--- config.mk ---
export PLATFORM = sky130hd
export DESIGN_NAME = enc_4to2_seq_flat
export DESIGN_NICKNAME = d
export VERILOG_FILES = /design/src/rtl/enc_4to2_seq_pkg.sv /design/src/rtl/enc_4to2_seq_if.sv /design/src/rtl/enc_4to2_seq_pick_first.sv /design/src/rtl/enc_4to2_seq.sv /design/src/flat_wrapper.sv
export SDC_FILE = /design/constraint.sdc
export NUM_CORES = 1
export LEC_CHECK = 0
export CORE_MARGIN = 3
export CORE_UTILIZATION = 32
export CTS_BUF_LIST = sky130_fd_sc_hd__clkbuf_2 sky130_fd_sc_hd__clkbuf_4 sky130_fd_sc_hd__clkbuf_8
export CTS_CLUSTER_DIAMETER = 30
export DETAILED_ROUTE_END_ITERATION = 16
export PLACE_DENSITY = 0.69
export SETUP_SLACK_MARGIN = 0.05
export SLEW_MARGIN = 20
export SYNTH_ARGS = -nofsm -noshare
export SYNTH_HDL_FRONTEND = slang
export SYNTH_HIERARCHICAL = 1
export SYNTH_SLANG_ARGS = --single-unit
--- constraint.sdc ---
create_clock -name clk_in -period 5 [get_ports clk_in]
set_input_delay 1 -clock clk_in [delete_from_list [all_inputs] [get_ports clk_in]]
set_output_delay 1 -clock clk_in [all_outputs]
set_load 0.02 [all_outputs]
--- src/rtl/enc_4to2_seq_pkg.sv ---
// Shared types and widths for the sequential 4-to-2 encoder and its helpers.
package enc_pkg;

  localparam int ENC_W  = 4;
  localparam int CODE_W = 2;

  typedef enum logic {
    IDLE = 1'b0,
    EMIT = 1'b1
  } state_e;

endpackage

--- src/rtl/enc_4to2_seq_if.sv ---
// Request/handshake bundle between a request collector (master) and the encoder (slave).
interface enc_4to2_seq_if;
  import enc_pkg::*;

  logic [ENC_W-1:0]  req_in;
  logic              load_in;
  logic              ready_in;
  logic [CODE_W-1:0] code_out;
  logic              valid_out;
  logic              busy_out;
  logic              done_out;

  modport master (
    output req_in, load_in, ready_in,
    input  code_out, valid_out, busy_out, done_out
  );

  modport slave (
    input  req_in, load_in, ready_in,
    output code_out, valid_out, busy_out, done_out
  );

endinterface

--- src/rtl/enc_4to2_seq_pick_first.sv ---
// Finds the first set bit of vec at or after index start, wrapping from the top back to 0.
module pick_first
  import enc_pkg::*;
(
  input  logic [ENC_W-1:0]  vec,
  input  logic [CODE_W-1:0] start,
  output logic [CODE_W-1:0] code
);

  logic              found_s;
  logic [CODE_W-1:0] idx_s;

  // Wrapping scan; the first hit wins and later hits are masked by found_s.
  always_comb begin
    code    = {CODE_W{1'b0}};
    found_s = 1'b0;
    idx_s   = {CODE_W{1'b0}};
    for (int i = 0; i < ENC_W; i++) begin
      idx_s   = start + CODE_W'(i);
      code    = (!found_s && vec[idx_s]) ? idx_s : code;
      found_s = found_s | vec[idx_s];
    end
  end

endmodule

--- src/rtl/enc_4to2_seq.sv ---
// Sequential 4-to-2 encoder: captures a request vector and hands out one set-bit index per handshake.
module enc_4to2_seq
  import enc_pkg::*;
#(
  parameter bit RR_EN = 1'b0
)(
  input  logic          clk_in,
  input  logic          rst_n_in,
  enc_4to2_seq_if.slave bus
);

  state_e            state_r, state_nxt_s;
  logic [ENC_W-1:0]  pending_r, pending_nxt_s;
  logic [CODE_W-1:0] rr_r, rr_nxt_s;
  logic [CODE_W-1:0] code_r, code_nxt_s;
  logic              valid_r, busy_r, done_r, done_nxt_s;
  logic [ENC_W-1:0]  emit_mask_s;
  logic [CODE_W-1:0] pick_start_s, pick_code_s;

  assign emit_mask_s  = {{(ENC_W-1){1'b0}}, 1'b1} << code_r;
  // The offered code is precomputed from next-state so code_out can come straight from a flop.
  assign pick_start_s = RR_EN ? rr_nxt_s : {CODE_W{1'b0}};

  pick_first u_pick (
    .vec   (pending_nxt_s),
    .start (pick_start_s),
    .code  (pick_code_s)
  );

  // Next-state, pending/pointer update and done pulse generation.
  always_comb begin
    state_nxt_s   = state_r;
    pending_nxt_s = pending_r;
    rr_nxt_s      = rr_r;
    done_nxt_s    = 1'b0;
    case (state_r)
      IDLE: begin
        if (bus.load_in) begin
          if (bus.req_in != {ENC_W{1'b0}}) begin
            pending_nxt_s = bus.req_in;
            state_nxt_s   = EMIT;
          end else begin
            done_nxt_s = 1'b1;
          end
        end else begin
          pending_nxt_s = pending_r;
        end
      end
      EMIT: begin
        if (bus.ready_in) begin
          pending_nxt_s = pending_r & ~emit_mask_s;
          rr_nxt_s      = RR_EN ? (code_r + {{(CODE_W-1){1'b0}}, 1'b1}) : rr_r;
          if (pending_nxt_s == {ENC_W{1'b0}}) begin
            state_nxt_s = IDLE;
            done_nxt_s  = 1'b1;
          end else begin
            state_nxt_s = EMIT;
          end
        end else begin
          pending_nxt_s = pending_r;
        end
      end
      default: begin
        state_nxt_s   = IDLE;
        pending_nxt_s = {ENC_W{1'b0}};
      end
    endcase
    code_nxt_s = (state_nxt_s == EMIT) ? pick_code_s : {CODE_W{1'b0}};
  end

  // State and registered outputs; synchronous active-low reset discards everything.
  always_ff @(posedge clk_in) begin
    if (!rst_n_in) begin
      state_r   <= IDLE;
      pending_r <= {ENC_W{1'b0}};
      rr_r      <= {CODE_W{1'b0}};
      code_r    <= {CODE_W{1'b0}};
      valid_r   <= 1'b0;
      busy_r    <= 1'b0;
      done_r    <= 1'b0;
    end else begin
      state_r   <= state_nxt_s;
      pending_r <= pending_nxt_s;
      rr_r      <= rr_nxt_s;
      code_r    <= code_nxt_s;
      valid_r   <= (state_nxt_s == EMIT);
      busy_r    <= (state_nxt_s == EMIT);
      done_r    <= done_nxt_s;
    end
  end

  assign bus.code_out  = code_r;
  assign bus.valid_out = valid_r;
  assign bus.busy_out  = busy_r;
  assign bus.done_out  = done_r;

endmodule

--- src/flat_wrapper.sv ---
// flat-port wrapper written by rule: the top's interface ports become plain ports
module enc_4to2_seq_flat import enc_pkg::*;
#(
  parameter bit RR_EN = 1'b0
)
  (clk_in, rst_n_in, bus_req_in, bus_load_in, bus_ready_in, bus_code_out, bus_valid_out, bus_busy_out, bus_done_out);
  enc_4to2_seq_if bus_i ();
  input  logic clk_in;
  input  logic rst_n_in;
  input wire logic [$bits(bus_i.req_in)-1:0] bus_req_in;
  input wire logic [$bits(bus_i.load_in)-1:0] bus_load_in;
  input wire logic [$bits(bus_i.ready_in)-1:0] bus_ready_in;
  output wire logic [$bits(bus_i.code_out)-1:0] bus_code_out;
  output wire logic [$bits(bus_i.valid_out)-1:0] bus_valid_out;
  output wire logic [$bits(bus_i.busy_out)-1:0] bus_busy_out;
  output wire logic [$bits(bus_i.done_out)-1:0] bus_done_out;
  assign bus_i.req_in = bus_req_in;
  assign bus_i.load_in = bus_load_in;
  assign bus_i.ready_in = bus_ready_in;
  assign bus_code_out = bus_i.code_out;
  assign bus_valid_out = bus_i.valid_out;
  assign bus_busy_out = bus_i.busy_out;
  assign bus_done_out = bus_i.done_out;
  enc_4to2_seq #(.RR_EN(RR_EN)) u_core (.clk_in(clk_in), .rst_n_in(rst_n_in), .bus(bus_i));
endmodule
# After elaboration in Yosys (flattened, before gate mapping)
# Index checks and enable logic that the tools add are counted.
[word_totals] out_inout_bits=5 input_bits=8 wordCells=36 regBits=8
[op_classes] n_bitwise=5 n_shift=1 muxes=17 reduce_logical=9
[op_table] operator="2-to-1 mux 4 bit" count=3
[op_table] operator="2-to-1 mux 1 bit" count=9
[op_table] operator="one-hot mux 4 bit (2 select lines)" count=1
[op_table] operator="bitwise AND 4 bit" count=1
[op_table] operator="logical NOT 4 bit" count=1
[op_table] operator="2-to-1 mux 2 bit" count=2
[op_table] operator="NOT 4 bit" count=1
[op_table] operator="one-hot mux 1 bit (2 select lines)" count=2
[op_table] operator="nonzero test 4 bit" count=1
[op_table] operator="left shift 1 x 2 -> 4 bit, first input constant" count=1
[op_table] operator="logical AND 1 bit" count=3
[op_table] operator="logical NOT 1 bit" count=3
[op_table] operator="bitwise OR 1 bit" count=2
[op_table] operator="AND reduction 2 bit" count=1
[op_table] operator="NOT 1 bit" count=1

# Depth between registers and ports, before layout
[logic_depth] ltp_word=10 depth_mapped=7 depth_no_buf=7

# Cells and area by module
# Netlist, hierarchy kept.
[modules_own_cells] module="enc_4to2_seq" instances=1 cells_each=40 area_each_um2=374.1
[modules_own_cells] module="pick_first" instances=1 cells_each=13 area_each_um2=73.8

# Worst setup path before layout
# OpenSTA, ideal clock, no wires.
[synth_timing] kind="in2reg" startpoint="input bus_req_in[3]" endpoint="register u_core.code_r[0], in the netlist u_core/bus.code_out[0]" path_stages=7 t_required_ps=4941 setup_slack_ps=2600 arrival_ps=2340 path_buffers=0 setup_time_ps=59 cell_sequence="or4_4 nand2_1 a32o_1 nand2b_1 a21oi_1 a211oi_2 and2_1"
[synth_via] elab_chain_len=9 elab_cells_between_ends=19
[synth_rtl] item="from (decl)" line="flat_wrapper.sv:10" source="input wire logic [$bits(bus_i.req_in)-1:0] bus_req_in;"
[synth_rtl] item="nonzero test 4 bit *" line="enc_4to2_seq.sv:39" source="if (bus.req_in != {ENC_W{1'b0}}) begin"
[synth_rtl] item="2-to-1 mux 4 bit *" line="enc_4to2_seq.sv:39"
[synth_rtl] item="2-to-1 mux 4 bit *" line="enc_4to2_seq.sv:38" source="if (bus.load_in) begin"
[synth_rtl] item="one-hot mux 4 bit (2 select lines) *" line="enc_4to2_seq.sv:36" source="case (state_r)"
[synth_rtl] item="net u_core.pending_nxt_s[1]" line="enc_4to2_seq.sv:13" source="logic [ENC_W-1:0] pending_r, pending_nxt_s;"
[synth_rtl] item="bitwise OR 1 bit" line="enc_4to2_seq_pick_first.sv:21" source="found_s = found_s | vec[idx_s];"
[synth_rtl] item="logical NOT 1 bit / bitwise OR 1 bit (equally long branches)" line="enc_4to2_seq_pick_first.sv:20, enc_4to2_seq_pick_first.sv:21"
[synth_rtl] item="logical AND 1 bit / logical NOT 1 bit (equally long branches)" line="enc_4to2_seq_pick_first.sv:20" source="code = (!found_s && vec[idx_s]) ? idx_s : code;"
[synth_rtl] item="2-to-1 mux 2 bit / logical AND 1 bit (equally long branches)" line="enc_4to2_seq_pick_first.sv:20"
[synth_rtl] item="2-to-1 mux 2 bit *" line="enc_4to2_seq_pick_first.sv:20"
[synth_rtl] item="net u_core.pick_code_s[0]" line="enc_4to2_seq.sv:18" source="logic [CODE_W-1:0] pick_start_s, pick_code_s;"
[synth_rtl] item="to (signal assigned)" line="enc_4to2_seq.sv:77" source="code_r <= {CODE_W{1'b0}};"
[synth_rtl] item="to (signal assigned)" line="enc_4to2_seq.sv:85" source="code_r <= code_nxt_s;"
[synth_rtl] item="to (decl)" line="enc_4to2_seq.sv:15" source="logic [CODE_W-1:0] code_r, code_nxt_s;"
# The timed path passes the listed nets; every way through them passes the cells marked *.
# A chain may end at the register's enable or synchronous reset.

# Worst setup path in the final report
# Ends and elaborated chain as after synthesis.

==> flow_metrics.tcl <==
set metrics [dict create \
    status "finished clean" \
    syn_inst 53 \
    reg2reg_to "u_core/bus.code_out[0]" \
    leakagePower_nw 0.227 \
    synth_area_um2 448 \
    num_rows 12 \
    clk_latency_ps 240 \
    max_freq_mhz 371 \
    max-cap-violations 0 \
    fp.dieH_um 43.4 \
    ys_types 25 \
    critical_path.max_fanout 5 \
    areaGrowthSynthToFinish_pct 38.3 \
    via_per_inst 4.80 \
    slew_viol_final 0 \
    r2r_cells 7 \
    wl_per_cell_um 10.8 \
    layout_commonest_cell "clkdlybuf4s50_1" \
    htree_num_levels 1 \
    postCtsSetupBuffers 0 \
    holdBufCountCts 0 \
    min_period_over_period 0.539 \
    crit_type "in -> reg" \
    final.setup_skew_ps 0.391 \
    io_buffers 12 \
    r2r-start "u_core/bus.busy_out" \
    postSynthAreaPerCell_um2 8.45 \
    layout-drive-gt1-share 0.0972 \
    drtIter0Drc 6 \
    mostFrequentLayoutCells "clkdlybuf4s50_1, dfxtp_1, and2_1, a21oi_1, conb_1" \
    grt_max_degree 9 \
    cts_buffers 3 \
    clk_pin_slew_ps 50 \
    ios 13 \
    gr-total-overflow 0 \
    synth_seq_cells 8 \
    dr.pass1.iters 4 \
    cp-startpoint "bus_req_in[3]" \
    cts_buffer_depth 2 \
    grt_use_total 0.107 \
    period_minus_slack_ps 2700 \
    initial_utilization 0.373 \
    cts_resized 0 \
    tritoncts "yes" \
    hold_viol 0 \
    final_antenna_net_count 0 \
    synth_warnings 6 \
    powerDensity_mw_per_mm2 256 \
    finalSetupViolations 0 \
    peakVddDrop_mv 0.132 \
    cts-root-buf "clkbuf_4" \
    fill_cells 114 \
    clock-sinks 8 \
    route.vias.total 413 \
    grt_pass1_vias 379 \
    drt-total-wl_um 929 \
    endpoint_kind "register" \
    gp_congestion 0.770 \
    dieArea_mm2 0.00188 \
    num_antenna_cells 0 \
    start_kind "input pin" \
    hp-class "reg -> reg" \
    critPathCapture "u_core/bus.code_out[0]" \
    rsz0062_at_grt "no" \
    grt_pass1_wl_mm 1.50 \
    antenna_found_initial 0 \
    nets 82 \
    tns_ps 0 \
    coreArea_mm2 0.00120 \
    ys_seq_area_frac 0.358 \
    cp.arrival_ps 2890 \
    drcViolationCount 0 \
    fin_util 0.516 \
    rrSetupSlack_ps 3230 \
    critical_path_required_ps 5190 \
    die_x_um 43.4 \
]
[synth_stat cells]
| cell | count | area [µm²] |
|---|---|---|
| dfxtp_1 | 8 | 160 |
| a21oi_1 | 6 | 30.0 |
| and2_1 | 6 | 37.5 |
| a32o_1 | 4 | 40.0 |
| inv_1 | 4 | 15.0 |
| nand2_1 | 4 | 15.0 |
| nand2b_1 | 3 | 18.8 |
| a211oi_2 | 1 | 12.5 |
| a21oi_2 | 1 | 8.76 |
| a22o_1 | 1 | 8.76 |
| a311oi_1 | 1 | 8.76 |
| buf_4 | 1 | 7.51 |
| conb_1 | 1 | 3.75 |
| nand3_1 | 1 | 5.00 |
| nand4_1 | 1 | 6.26 |
| nand4b_1 | 1 | 8.76 |
| nor2_1 | 1 | 3.75 |
| nor2b_1 | 1 | 6.26 |
| o21a_1 | 1 | 7.51 |
| o21ai_0 | 1 | 5.00 |
| o22ai_1 | 1 | 6.26 |
| or2_2 | 1 | 6.26 |
| or3_1 | 1 | 6.26 |
| or3b_1 | 1 | 8.76 |
| or4_4 | 1 | 11.3 |
[area by class of cell]
cell class / count / area [µm²] / area share
timing repair buffer: 12 / 120 / 0.194
tap: 14 / 17.5 / 0.0283
inverter: 4 / 15.0 / 0.0242
clock buffer: 3 / 22.5 / 0.0364
sequential: 8 / 160 / 0.259
multi-input combinational: 45 / 284 / 0.459
[worst min-delay path by stage]
stage,from,to,slack [ps],cells after the start
detailed placement,u_core/pending_r[1],u_core/bus.busy_out,550,2
finish,u_core/pending_r[1],u_core/bus.busy_out,560,2
CTS,u_core/pending_r[1],u_core/bus.busy_out,560,2
global route,u_core/pending_r[1],u_core/bus.busy_out,590,2
global placement,u_core/pending_r[1],u_core/bus.busy_out,540,2
floorplan,u_core/pending_r[1],u_core/bus.busy_out,490,2
[per-stage QoR]
stage                     setup WS [ps]  hold slack [ps]  power (mW)  cells  instance area, µm²
after floorplan                    2600              494      0.0983     58                 467
after global placement             2070              539       0.114     83                 597
after detailed placement           2060              551       0.114     83                 597
after CTS                          2310              557       0.161     86                 619
after global routing               2180              586       0.169     86                 619
final                              2300              555       0.159     86                 619
[sequential cells by signal (all words and copies together) (netlist names)]
name and count:
u_core/bus.busy_out 1, u_core/bus.code_out 2, u_core/bus.done_out 1, u_core/pending_r 4
[layer usage]
metal,GRT usage,up-vias,wire (µm)
li1,-,225,-
met1,0.130,171,446
met2,0.159,15,388
met3,0.0207,2,78
met4,0.0904,0,15
met5,0,-,0
[cells by family after synthesis]
group                  count (synthesis)  synth area share
AND/OR/NAND/NOR                       22             0.299
flip-flops                             8             0.358
AO/OA/AOI/OAI                         17             0.285
buffers and inverters                  5            0.0503
other                                  1           0.00837
[critical path, cell delays in order]
cell and delay (ps):
clkdlybuf4s50_1 420, or4_4 550, nand2_1 150, a32o_1 260, nand2b_1 120, a21oi_1 70, a211oi_2 180, and2_1 130
[power by group]
| group | internal, mW | leakage (nW) | switching, mW |
|---|---|---|---|
| clock | 0.0272 | 0.0138 | 0.0186 |
| sequential | 0.0684 | 0.0657 | 0.00473 |
| combinational | 0.0208 | 0.148 | 0.0190 |
Power figures use the tool's default switching activity.
